## config.mk

```make
export PLATFORM = sky130hd
export DESIGN_NAME = uart_fifo_bridge
export DESIGN_NICKNAME = d
export VERILOG_FILES = /design/src/rtl/uart_fifo_bridge_pkg.sv /design/src/rtl/uart_fifo_bridge_sync_fifo.sv /design/src/rtl/uart_fifo_bridge.sv
export SDC_FILE = /design/constraint.sdc
export NUM_CORES = 1
export LEC_CHECK = 0
export BUFFER_PORTS_ARGS = -buffer_cell sky130_fd_sc_hd__buf_2
export CELL_PAD_IN_SITES_DETAIL_PLACEMENT = 0
export CELL_PAD_IN_SITES_GLOBAL_PLACEMENT = 1
export CORE_MARGIN = 5
export CORE_UTILIZATION = 38
export DETAILED_ROUTE_END_ITERATION = 12
export HOLD_SLACK_MARGIN = 0.06
export PLACE_DENSITY = 0.68
export SYNTH_ARGS = -nofsm -noshare
export SYNTH_HDL_FRONTEND = slang
export SYNTH_SLANG_ARGS = --single-unit
```

## constraint.sdc

```tcl
create_clock -name CLK -period 2.49 [get_ports CLK]
set_clock_uncertainty 0.2 [all_clocks]
set_input_delay 0.3735 -clock CLK [delete_from_list [all_inputs] [get_ports CLK]]
set_output_delay 0.3735 -clock CLK [all_outputs]
set_load 0.005 [all_outputs]
```

## src/rtl/uart_fifo_bridge_pkg.sv

```systemverilog
// -----------------------------------------------------------------------------
// uart_fifo_bridge_pkg
// Shared definitions for the UART FIFO bridge:
//   - poll FSM state encodings
//   - CPU register addresses (0..3) and simpleuart register addresses
//   - status register bit positions
//   - holdoff reload helpers, derived from the simpleuart divider
// -----------------------------------------------------------------------------
package uart_fifo_bridge_pkg;

  // Poll FSM states.
  typedef enum logic [2:0] {
    IDLE    = 3'd0,
    ST_RD   = 3'd1,
    ST_CAP  = 3'd2,
    DAT_RD  = 3'd3,
    DAT_CAP = 3'd4,
    WR      = 3'd5
  } poll_state_e;

  // CPU-side register map.
  localparam logic [1:0] REG_DATA   = 2'd0;
  localparam logic [1:0] REG_STATUS = 2'd1;
  localparam logic [1:0] REG_COUNT  = 2'd2;
  localparam logic [1:0] REG_CLEAR  = 2'd3;

  // simpleuart register map.
  localparam logic UART_REG_DATA   = 1'b0;
  localparam logic UART_REG_STATUS = 1'b1;

  // Status register bit positions.
  localparam int STAT_RX_NONEMPTY = 0;
  localparam int STAT_RX_FULL     = 1;
  localparam int STAT_TX_EMPTY    = 2;
  localparam int STAT_TX_FULL     = 3;
  localparam int STAT_TX_OVF      = 4;
  localparam int STAT_RX_OVF      = 5;

  // Value returned by a data read while RX is empty.
  localparam logic [7:0] RX_EMPTY_BYTE = 8'hFF;

  // After reset the UART emits a dummy frame; hold TX off for 1.5 frames.
  function automatic int holdoff_after_reset(input int uart_div);
    return 15 * (uart_div + 2) + 2;
  endfunction

  // One 10-bit frame per transmitted byte.
  function automatic int holdoff_after_frame(input int uart_div);
    return 10 * (uart_div + 2) + 2;
  endfunction

endpackage

```

## src/rtl/uart_fifo_bridge_sync_fifo.sv

```systemverilog
// -----------------------------------------------------------------------------
// sync_fifo
// Single-clock FIFO with first-word-fall-through head output.
// Push while full and pop while empty are ignored; a simultaneous legal push
// and pop both take effect and leave the count unchanged.
// Ports:
//   CLK, RESET        clock, asynchronous active-high reset
//   push, push_data   write request and data
//   pop               read request (head advances)
//   head              current head entry (undefined when empty)
//   full, empty       occupancy flags
//   count             number of stored entries (DEPTH_LOG2+1 bits)
// -----------------------------------------------------------------------------
module sync_fifo #(
  parameter int WIDTH      = 8,
  parameter int DEPTH_LOG2 = 3
) (
  input  logic                  CLK,
  input  logic                  RESET,
  input  logic                  push,
  input  logic [WIDTH-1:0]      push_data,
  input  logic                  pop,
  output logic [WIDTH-1:0]      head,
  output logic                  full,
  output logic                  empty,
  output logic [DEPTH_LOG2:0]   count
);

  localparam int DEPTH = 1 << DEPTH_LOG2;
  localparam logic [DEPTH_LOG2:0] FULL_COUNT = DEPTH[DEPTH_LOG2:0];

  logic [WIDTH-1:0]      mem [DEPTH];
  logic [DEPTH_LOG2-1:0] wr_ptr;
  logic [DEPTH_LOG2-1:0] rd_ptr;
  logic                  push_ok;
  logic                  pop_ok;

  assign full    = (count == FULL_COUNT);
  assign empty   = (count == '0);
  assign push_ok = push && !full;
  assign pop_ok  = pop && !empty;
  assign head    = mem[rd_ptr];

  // NOTE: the storage array has no reset; pointers and count alone define
  // which entries are valid, and leaving it unreset lets it map onto RAM.
  always_ff @(posedge CLK) begin
    if (push_ok) begin
      mem[wr_ptr] <= push_data;
    end
  end

  // NOTE: sequential state uses non-blocking assignments so every register
  // samples pre-edge values regardless of statement or process order.
  always_ff @(posedge CLK or posedge RESET) begin
    if (RESET) begin
      wr_ptr <= '0;
      rd_ptr <= '0;
      count  <= '0;
    end else begin
      if (push_ok) begin
        wr_ptr <= wr_ptr + 1'b1;
      end
      if (pop_ok) begin
        rd_ptr <= rd_ptr + 1'b1;
      end
      case ({push_ok, pop_ok})
        2'b10:   count <= count + 1'b1;
        2'b01:   count <= count - 1'b1;
        default: count <= count;
      endcase
    end
  end

endmodule

```

## src/rtl/uart_fifo_bridge.sv

```systemverilog
// -----------------------------------------------------------------------------
// uart_fifo_bridge
// Puts an RX and a TX byte FIFO between a CPU register port and a simpleuart.
// A poll FSM repeatedly reads the UART status; when a byte is ready and RX has
// room it reads the byte into RX, otherwise it sends the TX head once the
// frame holdoff counter has expired.
//
// Optional feature (macro UART_FIFO_IRQ_EN): adds a registered IRQ output equal
// to rx_nonempty | rx_ovf | tx_ovf. Without the macro the port does not exist.
//
// Ports:
//   CLK, RESET   clock, asynchronous active-high reset
//   ADDR, DI     CPU register select and write data
//   DO           CPU read data, registered
//   CS, RW       CPU chip select and direction (1 = read)
//   U_ADDR, U_DI, U_CS, U_RW   simpleuart register access
//   U_DO         simpleuart read data
//   IRQ          interrupt (only with UART_FIFO_IRQ_EN)
//
// CPU registers: 0 RX pop / TX push, 1 status, 2 RX count, 3 clear overflows.
// -----------------------------------------------------------------------------
module uart_fifo_bridge
  import uart_fifo_bridge_pkg::*;
#(
  parameter int UART_DIV   = 27,
  parameter int DEPTH_LOG2 = 3
) (
  input  logic       CLK,
  input  logic       RESET,
  input  logic [1:0] ADDR,
  input  logic [7:0] DI,
  output logic [7:0] DO,
  input  logic       CS,
  input  logic       RW,
  output logic       U_ADDR,
  output logic [7:0] U_DI,
  input  logic [7:0] U_DO,
  output logic       U_CS,
`ifdef UART_FIFO_IRQ_EN
  output logic       IRQ,
`endif
  output logic       U_RW
);

  localparam int HOLD_RESET = holdoff_after_reset(UART_DIV);
  localparam int HOLD_FRAME = holdoff_after_frame(UART_DIV);
  localparam int HOLD_W     = $clog2(HOLD_RESET + 1);

  poll_state_e state;
  poll_state_e next_state;

  logic [HOLD_W-1:0] holdoff;
  logic              holdoff_load;

  logic rx_ovf;
  logic tx_ovf;
  logic rx_ovf_set;

  // CPU decode
  logic cpu_rd;
  logic cpu_wr;
  logic rx_pop;
  logic tx_push;
  logic clear_ovf;

  // FIFO signals
  logic                rx_push;
  logic [7:0]          rx_head;
  logic                rx_full;
  logic                rx_empty;
  logic [DEPTH_LOG2:0] rx_count;
  logic                tx_pop;
  logic [7:0]          tx_head;
  logic                tx_full;
  logic                tx_empty;
  // TX occupancy is not exposed on the CPU register map.
  logic [DEPTH_LOG2:0] tx_count_unused;

  logic [7:0] status;

  assign cpu_rd    = CS && RW;
  assign cpu_wr    = CS && !RW;
  assign rx_pop    = cpu_rd && (ADDR == REG_DATA);
  assign tx_push   = cpu_wr && (ADDR == REG_DATA);
  assign clear_ovf = cpu_wr && (ADDR == REG_CLEAR);

  sync_fifo #(
    .WIDTH      (8),
    .DEPTH_LOG2 (DEPTH_LOG2)
  ) u_rx_fifo (
    .CLK       (CLK),
    .RESET     (RESET),
    .push      (rx_push),
    .push_data (U_DO),
    .pop       (rx_pop),
    .head      (rx_head),
    .full      (rx_full),
    .empty     (rx_empty),
    .count     (rx_count)
  );

  sync_fifo #(
    .WIDTH      (8),
    .DEPTH_LOG2 (DEPTH_LOG2)
  ) u_tx_fifo (
    .CLK       (CLK),
    .RESET     (RESET),
    .push      (tx_push),
    .push_data (DI),
    .pop       (tx_pop),
    .head      (tx_head),
    .full      (tx_full),
    .empty     (tx_empty),
    .count     (tx_count_unused)
  );

  // ---------------------------------------------------------------------------
  // Poll FSM. The UART-side outputs decode straight from the state register,
  // so an asynchronous reset puts them at their idle values immediately.
  // ---------------------------------------------------------------------------
  always_ff @(posedge CLK or posedge RESET) begin
    if (RESET) begin
      state <= IDLE;
    end else begin
      state <= next_state;
    end
  end

  // NOTE: every output of this block gets a default before the case so no
  // path leaves a signal unassigned, which would otherwise infer a latch.
  always_comb begin
    next_state   = state;
    U_CS         = 1'b0;
    U_ADDR       = UART_REG_DATA;
    U_RW         = 1'b1;
    U_DI         = 8'h00;
    rx_push      = 1'b0;
    tx_pop       = 1'b0;
    holdoff_load = 1'b0;
    rx_ovf_set   = 1'b0;
    case (state)
      IDLE: begin
        next_state = ST_RD;
      end
      ST_RD: begin
        U_CS       = 1'b1;
        U_ADDR     = UART_REG_STATUS;
        next_state = ST_CAP;
      end
      ST_CAP: begin
        // U_DO[0] is the UART's ready bit, returned for the ST_RD access.
        if (U_DO[0] && !rx_full) begin
          next_state = DAT_RD;
        end else begin
          // A ready byte with no room stays in the UART and is flagged.
          rx_ovf_set = U_DO[0];
          if (!tx_empty && (holdoff == '0)) begin
            next_state = WR;
          end else begin
            next_state = IDLE;
          end
        end
      end
      DAT_RD: begin
        U_CS       = 1'b1;
        next_state = DAT_CAP;
      end
      DAT_CAP: begin
        rx_push    = 1'b1;
        next_state = IDLE;
      end
      WR: begin
        U_CS         = 1'b1;
        U_RW         = 1'b0;
        U_DI         = tx_head;
        tx_pop       = 1'b1;
        holdoff_load = 1'b1;
        next_state   = IDLE;
      end
      default: begin
        next_state = IDLE;
      end
    endcase
  end

  // Holdoff keeps the next write from overrunning the UART's current frame.
  always_ff @(posedge CLK or posedge RESET) begin
    if (RESET) begin
      holdoff <= HOLD_W'(HOLD_RESET);
    end else if (holdoff_load) begin
      holdoff <= HOLD_W'(HOLD_FRAME);
    end else if (holdoff != '0) begin
      holdoff <= holdoff - 1'b1;
    end
  end

  // Sticky overflow flags; a new overflow in the same cycle as a clear wins.
  always_ff @(posedge CLK or posedge RESET) begin
    if (RESET) begin
      rx_ovf <= 1'b0;
      tx_ovf <= 1'b0;
    end else begin
      if (clear_ovf) begin
        rx_ovf <= 1'b0;
        tx_ovf <= 1'b0;
      end
      if (rx_ovf_set) begin
        rx_ovf <= 1'b1;
      end
      if (tx_push && tx_full) begin
        tx_ovf <= 1'b1;
      end
    end
  end

  always_comb begin
    status                   = 8'h00;
    status[STAT_RX_NONEMPTY] = !rx_empty;
    status[STAT_RX_FULL]     = rx_full;
    status[STAT_TX_EMPTY]    = tx_empty;
    status[STAT_TX_FULL]     = tx_full;
    status[STAT_TX_OVF]      = tx_ovf;
    status[STAT_RX_OVF]      = rx_ovf;
  end

  // CPU read data, captured on the edge that ends the CS cycle.
  always_ff @(posedge CLK or posedge RESET) begin
    if (RESET) begin
      DO <= 8'h00;
    end else if (cpu_rd) begin
      case (ADDR)
        REG_DATA:   DO <= rx_empty ? RX_EMPTY_BYTE : rx_head;
        REG_STATUS: DO <= status;
        REG_COUNT:  DO <= 8'(rx_count);
        default:    DO <= 8'h00;
      endcase
    end
  end

`ifdef UART_FIFO_IRQ_EN
  always_ff @(posedge CLK or posedge RESET) begin
    if (RESET) begin
      IRQ <= 1'b0;
    end else begin
      IRQ <= !rx_empty || rx_ovf || tx_ovf;
    end
  end
`endif

endmodule

```

==> flow_summary.rst, run 1 <==
.. list-table::
   :header-rows: 1

   * - Metric
     - Value
   * - Run status
     - finished clean
   * - Clock transition time at the flip-flop clock pins of the worst setup and hold paths
     - approximately 0.07 ns
   * - Area growth from synthesis to layout
     - 22.9%
   * - Maximum clock frequency
     - roughly 410 MHz
   * - Multi-input gate area in the final layout
     - 2200 µm²
   * - Via total after detailed routing
     - 4074
   * - Average wire per standard cell
     - 18.2 µm
   * - Worst vdd ir
     - 586 µV
   * - Placed instance area
     - roughly 8000 µm²
   * - Area taken by flip-flops and latches
     - 4900 µm²
   * - Cell at the slowest stage of the critical path
     - sky130_fd_sc_hd__mux4_2
   * - Final Cycle Share
     - 0.985
   * - Path type of the worst min-delay path
     - in2reg
   * - Met2 Track Usage GR
     - 0.237
   * - Crit path capture type
     - primary output
   * - Core utilization of the finished layout
     - 0.472
   * - Net count after synthesis
     - 483
   * - Syn_area_per_cell
     - 15.9 µm²
   * - Number of flops mapped to enable cells by yosys
     - 128
   * - Most frequent cells after synthesis
     - sky130_fd_sc_hd__edfxtp_1 (128), sky130_fd_sc_hd__dfrtp_1 (36), sky130_fd_sc_hd__nor2_1 (33)
   * - Starting utilization of the core area
     - 0.384
   * - Dominant synthesized flop cell
     - sky130_fd_sc_hd__edfxtp_1
   * - Post-detailed-routing wire length
     - 14600 µm
   * - Number of antenna repair diodes
     - 0
   * - Final worst path period need
     - 2.45 ns
   * - Synthesized cell area
     - 7170 µm²
   * - Seq/Total Area, Yosys
     - 0.684
   * - Die width
     - 147 µm
   * - CP Class
     - reg2out
   * - Wire length of the first global-routing pass
     - 23800 µm
   * - Post-layout power
     - 9000 µW
   * - Placement Rows
     - 50
   * - Total Die Area
     - 21700 µm²
   * - Crit path DAT
     - ~1.9 ns
   * - Count of routing violations after the opening detailed-route iteration
     - 190
   * - Busiest layer in global routing
     - met2
   * - Kind of start point of the critical path
     - flip-flop
   * - Distinct cell type count after synthesis
     - 56
   * - Final-layout setup total negative slack
     - 0 ns
   * - Critical path's largest stage delay
     - 0.50 ns
   * - Global router's overall resource usage
     - 0.143
   * - Share of flip-flops with an asynchronous set or reset after synthesis
     - 0.247
   * - R2R Setup Slk
     - roughly 0.09 ns
   * - Area of the core region
     - 18600 µm²
   * - Height of the chip
     - around 150 µm
   * - Antenna violation net count after detailed routing
     - 0
   * - Max-slew violation count
     - 0
   * - Fraction of final layout cells with drive strength greater than 1
     - 0.330
   * - Via density
     - approximately 5.1
   * - Grt met1 use
     - 0.189
   * - Sink Count
     - 170
   * - Last weighted congestion value of the routability-driven placer
     - ~0.75
   * - Number of buffers created by CTS
     - 17
   * - CTS tree
     - built
   * - Cell area after layout
     - slightly below 9000 µm²
   * - Critical Path RT
     - roughly 1.9 ns
   * - CP max FO
     - 10
   * - Nets
     - 590
   * - Top cell type's share of synthesized area
     - 0.536
   * - Reported max-cap violation count
     - 0
   * - Reported leakage power
     - 0.00319 µW
   * - Total power density per cell area
     - 1020 nW/µm²
   * - Source-to-sink clock delay at the later pin of the worst-skew pair
     - 0.43 ns
   * - Root Buffer
     - sky130_fd_sc_hd__clkbuf_16
   * - Number of antenna violations at the first check in global routing
     - 0
   * - Number of global-route vias before repair
     - about 4300
   * - Number of instances in the synthesized netlist
     - 450
   * - Setup-failing EPs final
     - 0
   * - Setup repair after global routing missed its margin
     - yes
   * - Half-perimeter wire length after placement
     - 9810 µm
   * - Leading post-synthesis cells by cell area
     - sky130_fd_sc_hd__edfxtp_1 (54%), sky130_fd_sc_hd__dfrtp_1 (13%), sky130_fd_sc_hd__mux4_2 (9.1%)
   * - Clock Path Buffers
     - 2
   * - GR Util met3
     - 0.0305
   * - Leading cell type by number of instances after synthesis
     - sky130_fd_sc_hd__edfxtp_1
   * - Cell type contributing the most total cell area after synthesis
     - sky130_fd_sc_hd__edfxtp_1
   * - Number of port buffers
     - 40
   * - Worst slew slack as a fraction of its limit
     - 0.394
   * - Number of flip-flops and latches in the synthesized netlist
     - 170
   * - Count of warnings emitted by yosys
     - 0
   * - Count of fill cells added during filler insertion
     - 1618
   * - Post-detailed-route DRC marker count
     - 0
   * - Number of search-and-repair iterations in the first detailed-routing pass
     - 4
   * - I/O pin count
     - 41
   * - Pin count of the biggest net entering global routing
     - 24
   * - Cells along the critical path
     - buf_12 > mux4_2 > mux2i_1 > nor2_1 > buf_2
   * - Worst Max-Slew Pin Slew
     - about 0.90 ns
   * - Grt total ovfl
     - 0
   * - Final hold slack
     - 0.107 ns
   * - Hold violation count in the final report
     - 0
   * - CTS HTree Levels
     - 4
## stage by stage
stage / std cells / setup slack (ns)
final: 804 / 0.0379
after global routing: 804 / -0.0636
after CTS: 800 / -0.0302
after detailed placement: 751 / 0.0935
after global placement: 751 / 0.118
after floorplan: 450 / -0.0116
## flip-flops by register name, summed over array words and instances (netlist names)
signal and count:
u_rx_fifo.mem 64, u_tx_fifo.mem 64, holdoff 9, DO 8, u_rx_fifo.count 4, u_tx_fifo.count 4
state 3, u_rx_fifo.rd_ptr 3, u_rx_fifo.wr_ptr 3, u_tx_fifo.rd_ptr 3, u_tx_fifo.wr_ptr 3, rx_ovf 1
tx_ovf 1
## path summary, 6_finish.rpt
check                               startpoint             endpoint  cells after the start
hold / removal                         U_DO[0]  u_rx_fifo.mem[5][0]                      1
max in group asynchronous                RESET           holdoff[8]                      4
hold reg to reg                     holdoff[8]           holdoff[8]                      2
min in group asynchronous                RESET             state[2]                      3
setup / recovery           u_tx_fifo.rd_ptr[0]              U_DI[7]                      5
setup reg to reg            u_rx_fifo.count[1]   u_rx_fifo.count[2]                     10
## report_power, final
| group | switching [µW] | internal (µW) | leakage (µW) | total, µW |
|---|---|---|---|---|
| Combinational | 1060 | 1300 | 0.00123 | 2360 |
| Clock | 1140 | 1610 | 0.000303 | 2750 |
| Sequential | 450 | 3430 | 0.00166 | 3880 |
## area by class of cell
type                            instances  share of cell area
Clock buffer                           18              0.0487
Clock inverter                         14              0.0210
Inverter                                9             0.00412
Multi-Input combinational cell        254               0.250
Sequential cell                       170               0.557
Tap cell                              234              0.0333
Timing Repair Buffer                  105              0.0856
## layout by cell type (no fill, tap or decap), types with 5 or more instances in the layout
| cell | instances |
|---|---|
| sky130_fd_sc_hd__nor2b_1 | 8 |
| sky130_fd_sc_hd__nor2_2 | 5 |
| sky130_fd_sc_hd__dfrtp_1 | 34 |
| sky130_fd_sc_hd__clkbuf_16 | 17 |
| sky130_fd_sc_hd__nor3_1 | 10 |
| sky130_fd_sc_hd__or3_1 | 6 |
| sky130_fd_sc_hd__mux4_2 | 29 |
| sky130_fd_sc_hd__buf_4 | 47 |
| sky130_fd_sc_hd__inv_1 | 5 |
| sky130_fd_sc_hd__a21oi_1 | 15 |
| sky130_fd_sc_hd__dfstp_2 | 6 |
| sky130_fd_sc_hd__nand2b_1 | 13 |
| sky130_fd_sc_hd__o21ai_1 | 5 |
| sky130_fd_sc_hd__xnor2_1 | 8 |
| sky130_fd_sc_hd__nand2_1 | 30 |
| sky130_fd_sc_hd__edfxtp_1 | 128 |
| sky130_fd_sc_hd__mux2_2 | 9 |
| sky130_fd_sc_hd__nor2_1 | 29 |
| sky130_fd_sc_hd__o21ai_0 | 8 |
| sky130_fd_sc_hd__xor2_1 | 10 |
| sky130_fd_sc_hd__ha_1 | 9 |
| sky130_fd_sc_hd__buf_2 | 40 |
| sky130_fd_sc_hd__dlygate4sd3_1 | 16 |
| sky130_fd_sc_hd__mux2i_1 | 13 |
## cell families after synthesis
logic type      synth area share
fa+ha+maj                 0.0192
simple gates              0.0931
mux                        0.125
compound gates            0.0409
buf+inv                   0.0157
flops                      0.684
xor+xnor                  0.0220
## critical path: cells and delay by family (launching register included)
kind	cells	cell delay, ns
and+or+nand+nor	1	0.07
muxes	2	0.64
DFF	1	0.43
buffers and inverters	2	0.30
## per-layer routing
metal  part of all wire  wire (µm)
met5                  0          0
met4              0.011        168
met3              0.036        522
met2               0.50       7380
met1               0.45       6550
## timing repair
action,CTS,global route
resized for setup,1,9
cloned,0,0
hold buffers,16,0
hold endpoints to repair,141,0
setup buffers,1,4
pin swaps,0,6
endpoints found under the setup margin,8,11
(Power assumes the default switching activity.)
==> inputs of run 2 (changes only) <==
--- a/config.mk
+++ b/config.mk
@@ -11,8 +11,10 @@
 export CORE_MARGIN = 5
 export CORE_UTILIZATION = 38
 export DETAILED_ROUTE_END_ITERATION = 12
+export GPL_TIMING_DRIVEN = 0
 export HOLD_SLACK_MARGIN = 0.06
 export PLACE_DENSITY = 0.68
 export SYNTH_ARGS = -nofsm -noshare
 export SYNTH_HDL_FRONTEND = slang
 export SYNTH_SLANG_ARGS = --single-unit
+export TNS_END_PERCENT = 100
==> run 2 against run 1 <==
The flow now finishes with violations (setup timing). Utilization down 0.26 points. Sequential power about the same. Die area unchanged. Clock power down 6%. Sequential share of layout area up 0.36 points. Final cell count down 2.6%.
==> flow_summary.rst, run 2 (synthesis results as in run 1) <==
.. list-table::
   :header-rows: 1

   * - Metric
     - Value
   * - Met2 Track Usage GR
     - 0.230
   * - Average wire per standard cell
     - 18.5 µm
   * - Antenna violation net count after detailed routing
     - 0
   * - Clock transition time at the flip-flop clock pins of the worst setup and hold paths
     - 0.07 ns
   * - Total Die Area
     - 21700 µm²
   * - Crit path DAT
     - around 2 ns
   * - Maximum clock frequency
     - roughly 400 MHz
   * - Source-to-sink clock delay at the later pin of the worst-skew pair
     - 0.42 ns
   * - Root Buffer
     - sky130_fd_sc_hd__clkbuf_16
   * - Global router's overall resource usage
     - 0.140
   * - Critical hold path startpoint
     - ADDR[1]
   * - Crit path capture type
     - primary output
   * - Last weighted congestion value of the routability-driven placer
     - 0.746
   * - Combined buffer and inverter count along the critical path
     - 3
   * - Total placed cells including tap cells
     - 725
   * - Fraction of final layout cells with drive strength greater than 1
     - 0.335
   * - Path type of the worst min-delay path
     - in2reg
   * - Hold violation count in the final report
     - 0
   * - CP max FO
     - 5
   * - Largest registers
     - u_rx_fifo.mem: 64 flops, u_tx_fifo.mem: 64 flops, holdoff: 9 flops
   * - Via density
     - 5.12
   * - Final Cycle Share
     - 1.02
   * - Kind of start point of the critical path
     - flip-flop
   * - I/O pin count
     - between 40 and 50
   * - Max-slew violation count
     - 0
   * - Grt total ovfl
     - 0
   * - Number of port buffers
     - 40
   * - Commonest non-fill, non-tap cell in the layout
     - sky130_fd_sc_hd__edfxtp_1
   * - Count of routing violations after the opening detailed-route iteration
     - 223
   * - R2r startpoint
     - u_rx_fifo.count[0]
   * - Reported leakage power
     - slightly above 0.003 µW
   * - Worst slew slack as a fraction of its limit
     - 0.406
   * - Post-layout worst setup margin
     - -0.0567 ns
   * - Pin count of the biggest net entering global routing
     - 23
   * - Post-detailed-routing wire length
     - 14500 µm
   * - Total power density per cell area
     - 1020 nW/µm²
   * - Run status
     - finished with violations
   * - Core utilization of the finished layout
     - 0.470
   * - Area growth from synthesis to layout
     - 22.2%
   * - Count of fill cells added during filler insertion
     - approximately 1600
   * - CTS tree
     - built
   * - Half-perimeter wire length after placement
     - 9200 µm
   * - Cell at the slowest stage of the critical path
     - sky130_fd_sc_hd__mux4_2
   * - Delay-heaviest family, CP
     - multiplexers
   * - Clock Path Buffers
     - 2
   * - Number of antenna violations at the first check in global routing
     - 0
   * - Worst Max-Slew Pin Slew
     - 0.888 ns
   * - Grt met1 use
     - 0.187
   * - Sink Count
     - 170
   * - Area of the core region
     - 18600 µm²
   * - Post-layout power
     - roughly 9000 µW
   * - Number of antenna repair diodes
     - 0
   * - Busiest layer in global routing
     - met2
   * - Wire length of the first global-routing pass
     - 23200 µm
   * - CP Class
     - reg2out
   * - Number of search-and-repair iterations in the first detailed-routing pass
     - 6
   * - Die width
     - around 150 µm
   * - Critical path's largest stage delay
     - 0.50 ns
   * - Number of global-route vias before repair
     - 4173
   * - Critical Path RT
     - ~1.9 ns
   * - Worst vdd ir
     - 541 µV
   * - Final worst path period need
     - approximately 2.5 ns
   * - Violated checks
     - setup timing
   * - Reported max-cap violation count
     - 0
   * - Setup repair after global routing missed its margin
     - yes
   * - Launching instance or port of the critical path
     - u_tx_fifo.rd_ptr[0]
   * - Nets
     - 569
   * - Highest-count cells in the layout ignoring fill and taps
     - sky130_fd_sc_hd__edfxtp_1 (128), sky130_fd_sc_hd__buf_2 (43), sky130_fd_sc_hd__dfrtp_1 (30), sky130_fd_sc_hd__nand2_1 (30), sky130_fd_sc_hd__mux4_2 (29)
   * - CTS HTree Levels
     - 4
   * - Via total after detailed routing
     - about 4000
   * - GR Util met3
     - 0.0382
   * - Cells along the critical path
     - buf_8 > buf_12 > mux4_2 > mux2i_2 > nor2_1 > buf_2
   * - Fin cells
     - 783
   * - Post-detailed-route DRC marker count
     - 0
   * - R2R Setup Slk
     - 0.03 ns
   * - Starting utilization of the core area
     - 0.384
   * - Height of the chip
     - 147 µm
   * - Placement Rows
     - 50
   * - Setup-failing EPs final
     - 6
   * - Number of buffers created by CTS
     - 17
   * - Worst slack at placement
     - -0.416 ns
run 2: cell count changes in the layout (fill, tap and decap cells not counted), sizes merged:
cell | previous run | this run
clkbuf | 18 | 22
buf | 89 | 63
bufinv | 3 | 1
clkinvlp | 0 | 1
clkinv | 6 | 5
inv | 14 | 17
run 2: area by class of cell:
cell class | count | area [µm²] | area share
well taps | 234 | 293 | 0.0334
multi-input cells | 254 | 2320 | 0.265
clock buffers | 17 | 425 | 0.0486
flip-flops and latches | 170 | 4910 | 0.561
clock inverters | 15 | 156 | 0.0179
plain buffers | 15 | 111 | 0.0127
repair buffers | 69 | 505 | 0.0577
inverters | 9 | 36.3 | 0.00414
run 2: final timing paths:
path	endpoint	depth (start not counted)
worst min register to register	holdoff[8]	2
worst min-delay path	tx_ovf	2
min in group asynchronous	holdoff[3]	3
worst max register to register	u_rx_fifo.count[2]	10
worst max-delay path	U_DI[7]	6
max in group asynchronous	holdoff[5]	4
run 2: worst reg2reg max path: stages (launching register included):
cell and delay, ns:
sky130_fd_sc_hd__dfrtp_2 0.44, sky130_fd_sc_hd__or4b_4 0.56, sky130_fd_sc_hd__and3_4 0.21, sky130_fd_sc_hd__inv_4 0.07, sky130_fd_sc_hd__ha_4 0.13, sky130_fd_sc_hd__xor2_1 0.14
sky130_fd_sc_hd__ha_2 0.20, sky130_fd_sc_hd__a21oi_2 0.04, sky130_fd_sc_hd__xor2_1 0.14, sky130_fd_sc_hd__nor2_1 0.11, sky130_fd_sc_hd__xor2_1 0.14
run 2: through the flow:
step	hold WS (ns)	TNS (ns)	instance area, µm²
after CTS	0.0724	-0.453	8700
after floorplan	0.249	-0.0116	7190
after detailed placement	0.231	-32.31	7730
final	0.0929	-0.0981	8760
after global routing	0.0937	-1.06	8760
after global placement	0.283	-42.83	7680
run 2: timing repair:
item                                   CTS  global route
gates resized for setup                 35            19
endpoints found under the hold margin  137             0
cloned                                   1             0
hold buffers                            16             0
buffers inserted                        10             1
pin swaps                                7             7
setup endpoints to repair              143            92
run 2: report_power, final:
| part | leakage, µW | total, µW | switching (µW) | internal (µW) |
|---|---|---|---|---|
| Combinational | 0.00114 | 2480 | 1170 | 1310 |
| Sequential | 0.00165 | 3880 | 434 | 3440 |
| Clock | 0.000283 | 2590 | 1180 | 1420 |
| Total | 0.00308 | 8950 | 2780 | 6170 |
run 2: routing by layer:
metal,share of wire,up-vias
li1,-,1897
met1,0.46,2042
met2,0.50,60
met3,0.037,10
met4,0.0073,0
met5,0,-
